<file path="config.mk">
export PLATFORM = sky130hd
export DESIGN_NAME = data_mem_stage_block
export DESIGN_NICKNAME = d
export VERILOG_FILES = /design/src/rtl/mem_stage_pkg.sv /design/src/rtl/load_store_align.sv /design/src/rtl/data_mem_stage_block.sv
export SDC_FILE = /design/constraint.sdc
export NUM_CORES = 1
export LEC_CHECK = 0
export ABC_AREA = 0
export CAP_MARGIN = 20
export CORE_MARGIN = 2
export CORE_UTILIZATION = 47
export CTS_BUF_LIST = sky130_fd_sc_hd__clkbuf_8 sky130_fd_sc_hd__clkbuf_16
export CTS_CLUSTER_SIZE = 20
export DETAILED_ROUTE_END_ITERATION = 12
export HOLD_SLACK_MARGIN = 0.12
export PLACE_DENSITY = 0.95
export SYNTH_ARGS = -nofsm -noshare
export SYNTH_HDL_FRONTEND = slang
export SYNTH_SLANG_ARGS = --single-unit
</file>
<file path="constraint.sdc">
create_clock -name i_clk -period 7.7 [get_ports i_clk]
set_input_delay 1.54 -clock i_clk [delete_from_list [all_inputs] [get_ports i_clk]]
set_output_delay 1.54 -clock i_clk [all_outputs]
set_load 0.02 [all_outputs]
</file>
<file path="src/rtl/mem_stage_pkg.sv">
// Shared definitions for the data-memory pipeline stage: funct3 size codes
// and the bus-handshake state encoding.
package mem_stage_pkg;

    localparam logic [2:0] F3_LB  = 3'b000;
    localparam logic [2:0] F3_LH  = 3'b001;
    localparam logic [2:0] F3_LW  = 3'b010;
    localparam logic [2:0] F3_LBU = 3'b100;
    localparam logic [2:0] F3_LHU = 3'b101;

    typedef enum logic [1:0] {
        S_IDLE = 2'd0,
        S_BUSY = 2'd1,
        S_DONE = 2'd2
    } mem_state_t;

endpackage

</file>
<file path="src/rtl/load_store_align.sv">
// Byte-lane steering for stores and alignment/extension for loads.
// Purely combinational; funct3 codes outside B/H/BU/HU behave as a word.
module load_store_align
    import mem_stage_pkg::*;
(
    input  logic [2:0]  funct3_i,
    input  logic [1:0]  off_i,
    input  logic [31:0] wdata_i,
    input  logic [31:0] rdata_i,
    output logic [3:0]  be_o,
    output logic [31:0] wdata_o,
    output logic [31:0] rdata_o,
    output logic        misaligned_o
);

    logic [31:0] shifted;

    // Decode size: lane enables, replicated store data, extended load data
    always_comb begin
        shifted      = rdata_i >> {off_i, 3'b000};
        be_o         = 4'hF;
        wdata_o      = wdata_i;
        rdata_o      = shifted;
        misaligned_o = 1'b0;
        case (funct3_i)
            F3_LB: begin
                be_o    = 4'b0001 << off_i;
                wdata_o = {4{wdata_i[7:0]}};
                rdata_o = {{24{shifted[7]}}, shifted[7:0]};
            end
            F3_LBU: begin
                be_o    = 4'b0001 << off_i;
                wdata_o = {4{wdata_i[7:0]}};
                rdata_o = {24'h000000, shifted[7:0]};
            end
            F3_LH: begin
                be_o         = 4'b0011 << off_i;
                wdata_o      = {2{wdata_i[15:0]}};
                rdata_o      = {{16{shifted[15]}}, shifted[15:0]};
                misaligned_o = off_i[0];
            end
            F3_LHU: begin
                be_o         = 4'b0011 << off_i;
                wdata_o      = {2{wdata_i[15:0]}};
                rdata_o      = {16'h0000, shifted[15:0]};
                misaligned_o = off_i[0];
            end
            F3_LW:   misaligned_o = (off_i != 2'b00);
            default: misaligned_o = (off_i != 2'b00);
        endcase
    end

endmodule

</file>
<file path="src/rtl/data_mem_stage_block.sv">
// Memory pipeline stage: launches one req/ack bus transaction per load or
// store, stalls the upstream pipeline while it is outstanding, and returns
// aligned load data with a one-cycle valid pulse.
module data_mem_stage_block
    import mem_stage_pkg::*;
#(
    parameter int unsigned TIMEOUT_CYCLES = 255
)
(
    input  logic        i_clk,
    input  logic        i_rst,
    input  logic [31:0] i_alu_result,
    input  logic [31:0] i_memory_data,
    input  logic        i_mem_read,
    input  logic        i_mem_write,
    input  logic [2:0]  i_funct3,
    output logic [31:0] o_m_e_foward_data,
    output logic [31:0] o_read_data,
    output logic        o_read_valid,
    output logic        o_stall,
    output logic        o_misaligned,
    output logic        o_bus_error,
    output logic        o_bus_req,
    output logic        o_bus_we,
    output logic [31:0] o_bus_addr,
    output logic [3:0]  o_bus_be,
    output logic [31:0] o_bus_wdata,
    input  logic        i_bus_ack,
    input  logic [31:0] i_bus_rdata
);

    // A zero timeout still needs a legal (unused) one-bit counter
    localparam int CNT_W = (TIMEOUT_CYCLES > 0) ? $clog2(TIMEOUT_CYCLES + 1) : 1;
    localparam logic [CNT_W-1:0] CNT_LAST =
        CNT_W'((TIMEOUT_CYCLES > 0) ? (TIMEOUT_CYCLES - 1) : 0);

    mem_state_t       state_q;
    logic [CNT_W-1:0] cnt_q;
    logic             req_q, we_q, rvalid_q, err_q;
    logic [31:0]      addr_q, wdata_q, rdata_q;
    logic [3:0]       be_q;
    logic [2:0]       funct3_q;
    logic [1:0]       off_q;

    logic        mem_op, accept, timeout_hit;
    logic [2:0]  sel_funct3;
    logic [1:0]  sel_off;
    logic [3:0]  lsa_be;
    logic [31:0] lsa_wdata, lsa_rdata;
    logic        lsa_mis;

    // Stores are steered from the live inputs; loads are extracted with the
    // size/offset captured at launch so the ack cycle does not depend on them.
    assign sel_funct3 = (state_q == S_IDLE) ? i_funct3 : funct3_q;
    assign sel_off    = (state_q == S_IDLE) ? i_alu_result[1:0] : off_q;

    load_store_align u_align (
        .funct3_i     (sel_funct3),
        .off_i        (sel_off),
        .wdata_i      (i_memory_data),
        .rdata_i      (i_bus_rdata),
        .be_o         (lsa_be),
        .wdata_o      (lsa_wdata),
        .rdata_o      (lsa_rdata),
        .misaligned_o (lsa_mis)
    );

    // Launch decision, stall and misalignment are combinational on the op cycle
    always_comb begin
        mem_op       = i_mem_read | i_mem_write;
        accept       = (state_q == S_IDLE) && mem_op && !lsa_mis;
        o_misaligned = (state_q == S_IDLE) && mem_op && lsa_mis;
        o_stall      = accept || (state_q == S_BUSY);
        timeout_hit  = (TIMEOUT_CYCLES != 0) && (cnt_q == CNT_LAST);
    end

    // Bus handshake FSM with timeout counter and registered results
    always_ff @(posedge i_clk or posedge i_rst) begin
        if (i_rst) begin
            state_q  <= S_IDLE;
            cnt_q    <= '0;
            req_q    <= 1'b0;
            we_q     <= 1'b0;
            addr_q   <= '0;
            be_q     <= '0;
            wdata_q  <= '0;
            funct3_q <= '0;
            off_q    <= '0;
            rdata_q  <= '0;
            rvalid_q <= 1'b0;
            err_q    <= 1'b0;
        end else begin
            rvalid_q <= 1'b0;
            err_q    <= 1'b0;
            case (state_q)
                S_IDLE: begin
                    if (accept) begin
                        req_q    <= 1'b1;
                        we_q     <= i_mem_write;
                        addr_q   <= {i_alu_result[31:2], 2'b00};
                        be_q     <= i_mem_write ? lsa_be : 4'hF;
                        wdata_q  <= lsa_wdata;
                        funct3_q <= i_funct3;
                        off_q    <= i_alu_result[1:0];
                        cnt_q    <= '0;
                        state_q  <= S_BUSY;
                    end
                end
                S_BUSY: begin
                    if (i_bus_ack) begin
                        req_q    <= 1'b0;
                        cnt_q    <= '0;
                        rvalid_q <= !we_q;
                        if (!we_q) begin
                            rdata_q <= lsa_rdata;
                        end
                        state_q  <= S_DONE;
                    end else if (timeout_hit) begin
                        req_q    <= 1'b0;
                        cnt_q    <= '0;
                        err_q    <= 1'b1;
                        rvalid_q <= !we_q;
                        if (!we_q) begin
                            rdata_q <= '0;
                        end
                        state_q  <= S_DONE;
                    end else if (TIMEOUT_CYCLES != 0) begin
                        cnt_q <= cnt_q + 1'b1;
                    end
                end
                S_DONE:  state_q <= S_IDLE;
                default: state_q <= S_IDLE;
            endcase
        end
    end

    assign o_m_e_foward_data = i_alu_result;
    assign o_read_data       = rdata_q;
    assign o_read_valid      = rvalid_q;
    assign o_bus_error       = err_q;
    assign o_bus_req         = req_q;
    assign o_bus_we          = we_q;
    assign o_bus_addr        = addr_q;
    assign o_bus_be          = be_q;
    assign o_bus_wdata       = wdata_q;

endmodule

</file>
==> Word level (Yosys, flattened, before mapping) <==
Cells that the tools add are included.
{ "word_totals": {"regBits": 117, "out_inout_bits": 138, "in_bits": 104} }
{ "op_classes": {"eq_ne": 7, "add_sub_neg": 1, "bitwise": 2, "n_shift": 3, "n_mux": 29, "reduce_logical": 18} }
{ "ops": {"columns": ["cell", "count"], "rows": [
  ["$mux W32", 4],
  ["$pmux W32 S4", 1],
  ["$pmux W32 S2", 1],
  ["$shr A32 B5 Y32", 1],
  ["$mux W8", 3],
  ["$pmux W8 S2", 1],
  ["$mux W1", 9],
  ["$add A8 B1 Y8 const B", 1],
  ["$eq A8 B8 Y1 const B", 1],
  ["$mux W2", 4],
  ["$pmux W4 S2", 1],
  ["$eq A3 B3 Y1 const B", 2],
  ["$reduce_and A2 Y1", 3],
  ["$reduce_and A3 Y1", 2],
  ["$reduce_bool A2 Y1", 3],
  ["$mux W4", 1],
  ["$pmux W1 S2", 2],
  ["$pmux W2 S2", 1],
  ["$reduce_or A2 Y1", 2],
  ["$shl A1 B2 Y4 const A", 1],
  ["$shl A2 B2 Y4 const A", 1],
  ["$eq A3 B1 Y1 const B", 1],
  ["$logic_and A1 B1 Y1", 3],
  ["$logic_not A3 Y1", 1],
  ["other kinds (9)", 10]
]} }

==> Logic depth before layout (Yosys ltp) <==
{ "logic_depth": {"ltp_word": 9, "ltp_mapped": 10, "depth_no_buf": 8} }

==> By module <==
Synthesis repeated with hierarchy kept, for this count alone.
{ "hier_totals": {"hier_cells": 531, "area_unflattened_um2": 6047.0} }
{ "by_module_without_submodules": {"columns": ["module", "area_each_um2", "cells_each", "instances", "seq_area_each_um2"], "rows": [
  ["data_mem_stage_block", 4774.6, 343, 1, 2927.8],
  ["load_store_align", 1272.5, 188, 1, 0.0]
]} }

==> Least setup slack after synthesis <==
OpenSTA, ideal clock, no wires.
{ "synth_timing": {"kind": "input-to-output", "start": "in i_funct3[0]", "end": "out o_stall", "arrival_ns": 2.992, "t_required_ns": 6.160, "slack_ns": 3.168, "path_stages": 7, "path_cell_list": "or4_1 o31a_1 buf_2 a21o_1 buf_2 buf_2 nand2_1"} }
{ "synth_via": {"elab_chain_cells": 7, "elab_cells_between_ends": 11, "classes_between": "eq/ne (3); mux (2); reduce/logical (6)"} }
{ "synth_rtl": {"columns": ["element", "line_no", "rtl"], "rows": [
  ["from (decl)", "data_mem_stage_block.sv:16", "input logic [2:0] i_funct3,"],
  ["$mux W3 (*)", "data_mem_stage_block.sv:54", "assign sel_funct3 = (state_q == S_IDLE) ? i_funct3 : funct3_q;"],
  ["$eq A3 B1 Y1, or another cell as far along", "load_store_align.sv:25", "case (funct3_i)"],
  ["$reduce_or A2 Y1 (no source line)", null, null],
  ["$pmux W1 S2 (*)", "load_store_align.sv:25", null],
  ["$logic_not A1 Y1 (*)", "data_mem_stage_block.sv:71", "accept = (state_q == S_IDLE) && mem_op && !lsa_mis;"],
  ["$logic_and A1 B1 Y1 (*)", "data_mem_stage_block.sv:71", null],
  ["$logic_or A1 B1 Y1 (*)", "data_mem_stage_block.sv:73", "o_stall = accept || (state_q == S_BUSY);"],
  ["to (decl)", "data_mem_stage_block.sv:20", "output logic o_stall,"]
]} }
Every way passes the cells marked *; elsewhere a longest branch is shown, timed or not.

==> Final worst setup path <==
Same ends and word-level chain as after synthesis.

==> impl_metrics.env <==
export IMPL_hold_path_depth=2
export IMPL_rsz0062_at_grt="no"
export IMPL_wirelength_mm=17.1
export IMPL_synth_compound_area_share_pct=13.8
export IMPL_grt_max_degree=75
export IMPL_synthCells=529
export IMPL_p_int_mw=2.29
export IMPL_final_nets=835
export IMPL_rr_endpoint="o_bus_addr[14]"
export IMPL_skew_ns=0.00871
export IMPL_hp_class="reg -> reg"
export IMPL_finalHoldViolations=0
export IMPL_seqCellArea_mm2=0.00293
export IMPL_portBuffers=239
export IMPL_ctsResizeCount=0
export IMPL_final_util_pct=71.7
export IMPL_synthSimpleGateAreaFrac_pct=8.38
export IMPL_hold_ws_ns=0.476
export IMPL_synth_mux_area_share_pct=19.2
export IMPL_nFillCells=794
export IMPL_p_sw_share_pct=39.2
export IMPL_syn_area_mm2=0.00582
export IMPL_grt_pass1_wl_mm=26.1
export IMPL_ctsLongestPathBuffers=2
export IMPL_track_usage_pct=25.5
export IMPL_synth_warnings=0
export IMPL_fin_area_mm2=0.00865
export IMPL_insertion_delay_ns=0.41
export IMPL_crit_path_start_kind="input port"
export IMPL_placedCellCount=876
export IMPL_wire_per_inst_um=18.8
export IMPL_cts_root_buffer="clkbuf_16"
export IMPL_synth_async_sr_flop_share_pct=100
export IMPL_avgSynthCellArea_um2=11.0
export IMPL_ys_ff_latch=117
export IMPL_rr_worst_depth=5
export IMPL_path_max_fanout=36
export IMPL_drv_slew=0
export IMPL_die_area_mm2=0.0133
export IMPL_synth_edf_count=0
export IMPL_fp_dieH_um=115
export IMPL_seq_power_share_pct=27.9
export IMPL_multi_input_area_mm2=0.00248
export IMPL_first_iter_violations=447
export IMPL_worstReg2RegStart="state_q[1]"
export IMPL_slew_headroom_pct=32.4
export IMPL_power_leakage_nw=3.77
export IMPL_total_power_mw=3.77
export IMPL_antenna_found_initial=1
export IMPL_setup_viol=0
export IMPL_p_switching_mw=1.48
export IMPL_numCtsBuffers=17
export IMPL_grt_overflow=0
export IMPL_synth_adder_area_share_pct=0.430
export IMPL_io_pins=242
export IMPL_place_congestion=0.922
export IMPL_maxCapViolCount=0
export IMPL_ys_types=47
export IMPL_synth_top_family_by_area="multiplexers"
export IMPL_fin_cells=908
export IMPL_core_mm2=0.0121
export IMPL_drt_pass1_iterations=5
export IMPL_finalWorstSetupSlack_ns=1.86
export IMPL_yosysSeqAreaShare_pct=50.3
export IMPL_power_frac_comb_pct=52.5
export IMPL_fmax_mhz=171
export IMPL_synth_xor_area_share_pct=0.301
export IMPL_vias_per_cell=5.43
export IMPL_h_tree_depth=4
export IMPL_ctsHoldBuffers=0
export IMPL_start_util_pct=48.3
export IMPL_cp_end_kind="primary output"
export IMPL_drc=0
export IMPL_synth_ff_type="dfrtp_1"
export IMPL_area_growth_pct=48.6
export IMPL_crit_required_ns=6.16
export IMPL_critPathKind="in -> out"
export IMPL_clk_pin_slew_ns=0.05
export IMPL_fin_crit_ns=5.84
export IMPL_rows=40
export IMPL_finalSetupTns_ns=0
export IMPL_status="finished, final reports clean"
export IMPL_drive_gt1_share_pct=13.0
export IMPL_antenna_cells=0
export IMPL_cts_sinks=117
export IMPL_dpl_cell_area_mm2=0.00809
export IMPL_peakVddDrop_mv=0.233
export IMPL_grt_pass1_vias=4941
export IMPL_min_from="o_bus_wdata[17]"
export IMPL_dp_slack_ns=1.77
export IMPL_cts_tree="yes"
export IMPL_num_vias=4928
export IMPL_die_w_um=115
export IMPL_power_frac_clock_pct=19.5
export IMPL_worst_slew_pin_slew_ns=1.01
export IMPL_whs_endpoint="o_bus_wdata[17]"
export IMPL_reg2reg_slack_ns=4.08
export IMPL_post_cts_buffers=0
export IMPL_cp_arrival_ns=4.30
export IMPL_ant_nets=0
export IMPL_dpl_hpwl_mm=12.4
export IMPL_pwr_density_cell_mw_per_mm2=436
export IMPL_final_period_utilization_pct=75.8
-- critical path, cell delays in order --
cell and delay (ns):
clkdlybuf4s50_1 0.54, or4_1 0.13, o31a_1 0.80, a21o_4 0.51, nand2_1 0.19, clkdlybuf4s50_1 0.57
-- layout by cell type (no fill, tap or decap), types with 9 or more instances in the layout --
master	synthesis	routed
dfrtp_1	117	117
o21ai_0	52	52
mux2_2	45	45
clkdlybuf4s50_1	0	239
nor2_1	22	22
nand2_1	65	65
nand3_1	12	12
mux2i_1	44	43
inv_1	6	9
clkbuf_16	0	17
a21oi_1	24	24
a22o_1	15	15
-- worst max path at each step --
stage	depth (start not counted)	from	slack (ns)	endpoint
after global placement	6	i_alu_result[1]	1.85	o_stall
after global routing	6	i_funct3[0]	1.70	o_stall
after detailed placement	6	i_alu_result[1]	1.77	o_stall
after floorplan	1	i_rst	3.06	cnt_q[0]
final	6	i_funct3[0]	1.86	o_stall
after CTS	6	i_alu_result[1]	1.76	o_stall
-- layer usage --
layer	GRT usage [%]	vias up	share of wire, %
li1	-	2265	-
met1	32.6	2378	41
met2	40.3	250	48
met3	7.59	35	7.8
met4	11.6	0	2.8
met5	0	-	0
-- cell families after synthesis --
kind of cell / after synthesis
compound gates: 121
flops: 117
simple gates: 115
mux: 97
buf+inv: 74
fa+ha+maj: 2
xor+xnor: 2
other cells: 1
-- cells in the mapped netlist (all sizes together), types with 6 or more instances --
| cell | instances | area, µm² |
|---|---|---|
| a21oi | 24 | 120 |
| o21ai | 53 | 265 |
| a22o | 15 | 131 |
| mux2 | 45 | 507 |
| dfrtp | 117 | 2930 |
| o221ai | 7 | 61.3 |
| mux4 | 7 | 158 |
| nand3 | 12 | 60.1 |
| inv | 6 | 22.5 |
| nand2 | 65 | 244 |
| nor2 | 23 | 88.8 |
| buf | 50 | 345 |
| o41ai | 8 | 85.1 |
| mux2i | 45 | 454 |
| clkbuf | 17 | 63.8 |
-- power groups by stage --
stage | logic [mW] | clock network [mW] | registers [mW]
4_1_cts | 1.98 | 0.748 | 1.05
3_5_place_dp | 1.98 | 0 | 1.06
2_1_floorplan | 0.920 | 0 | 1.33
5_1_grt | 2.11 | 0.777 | 1.09
3_3_place_gp | 1.92 | 0 | 1.04
6_report | 1.98 | 0.737 | 1.05
-- registers in the layout, summed over array words and instances (netlist names) --
name	flops
o_read_data	32
o_bus_we	1
off_q	2
o_bus_error	1
cnt_q	8
o_read_valid	1
state_q	2
o_bus_req	1
o_bus_addr	30
o_bus_wdata	32
funct3_q	3
o_bus_be	4
-- final cells by class --
cell class,count,area share [%]
clock buffers,22,5.71
flip-flops and latches,117,33.8
inverters,7,0.333
repair buffers,247,28.3
clock inverters,8,0.694
multi-input cells,339,28.7
well taps,168,2.43
(Power assumes the default switching activity.)
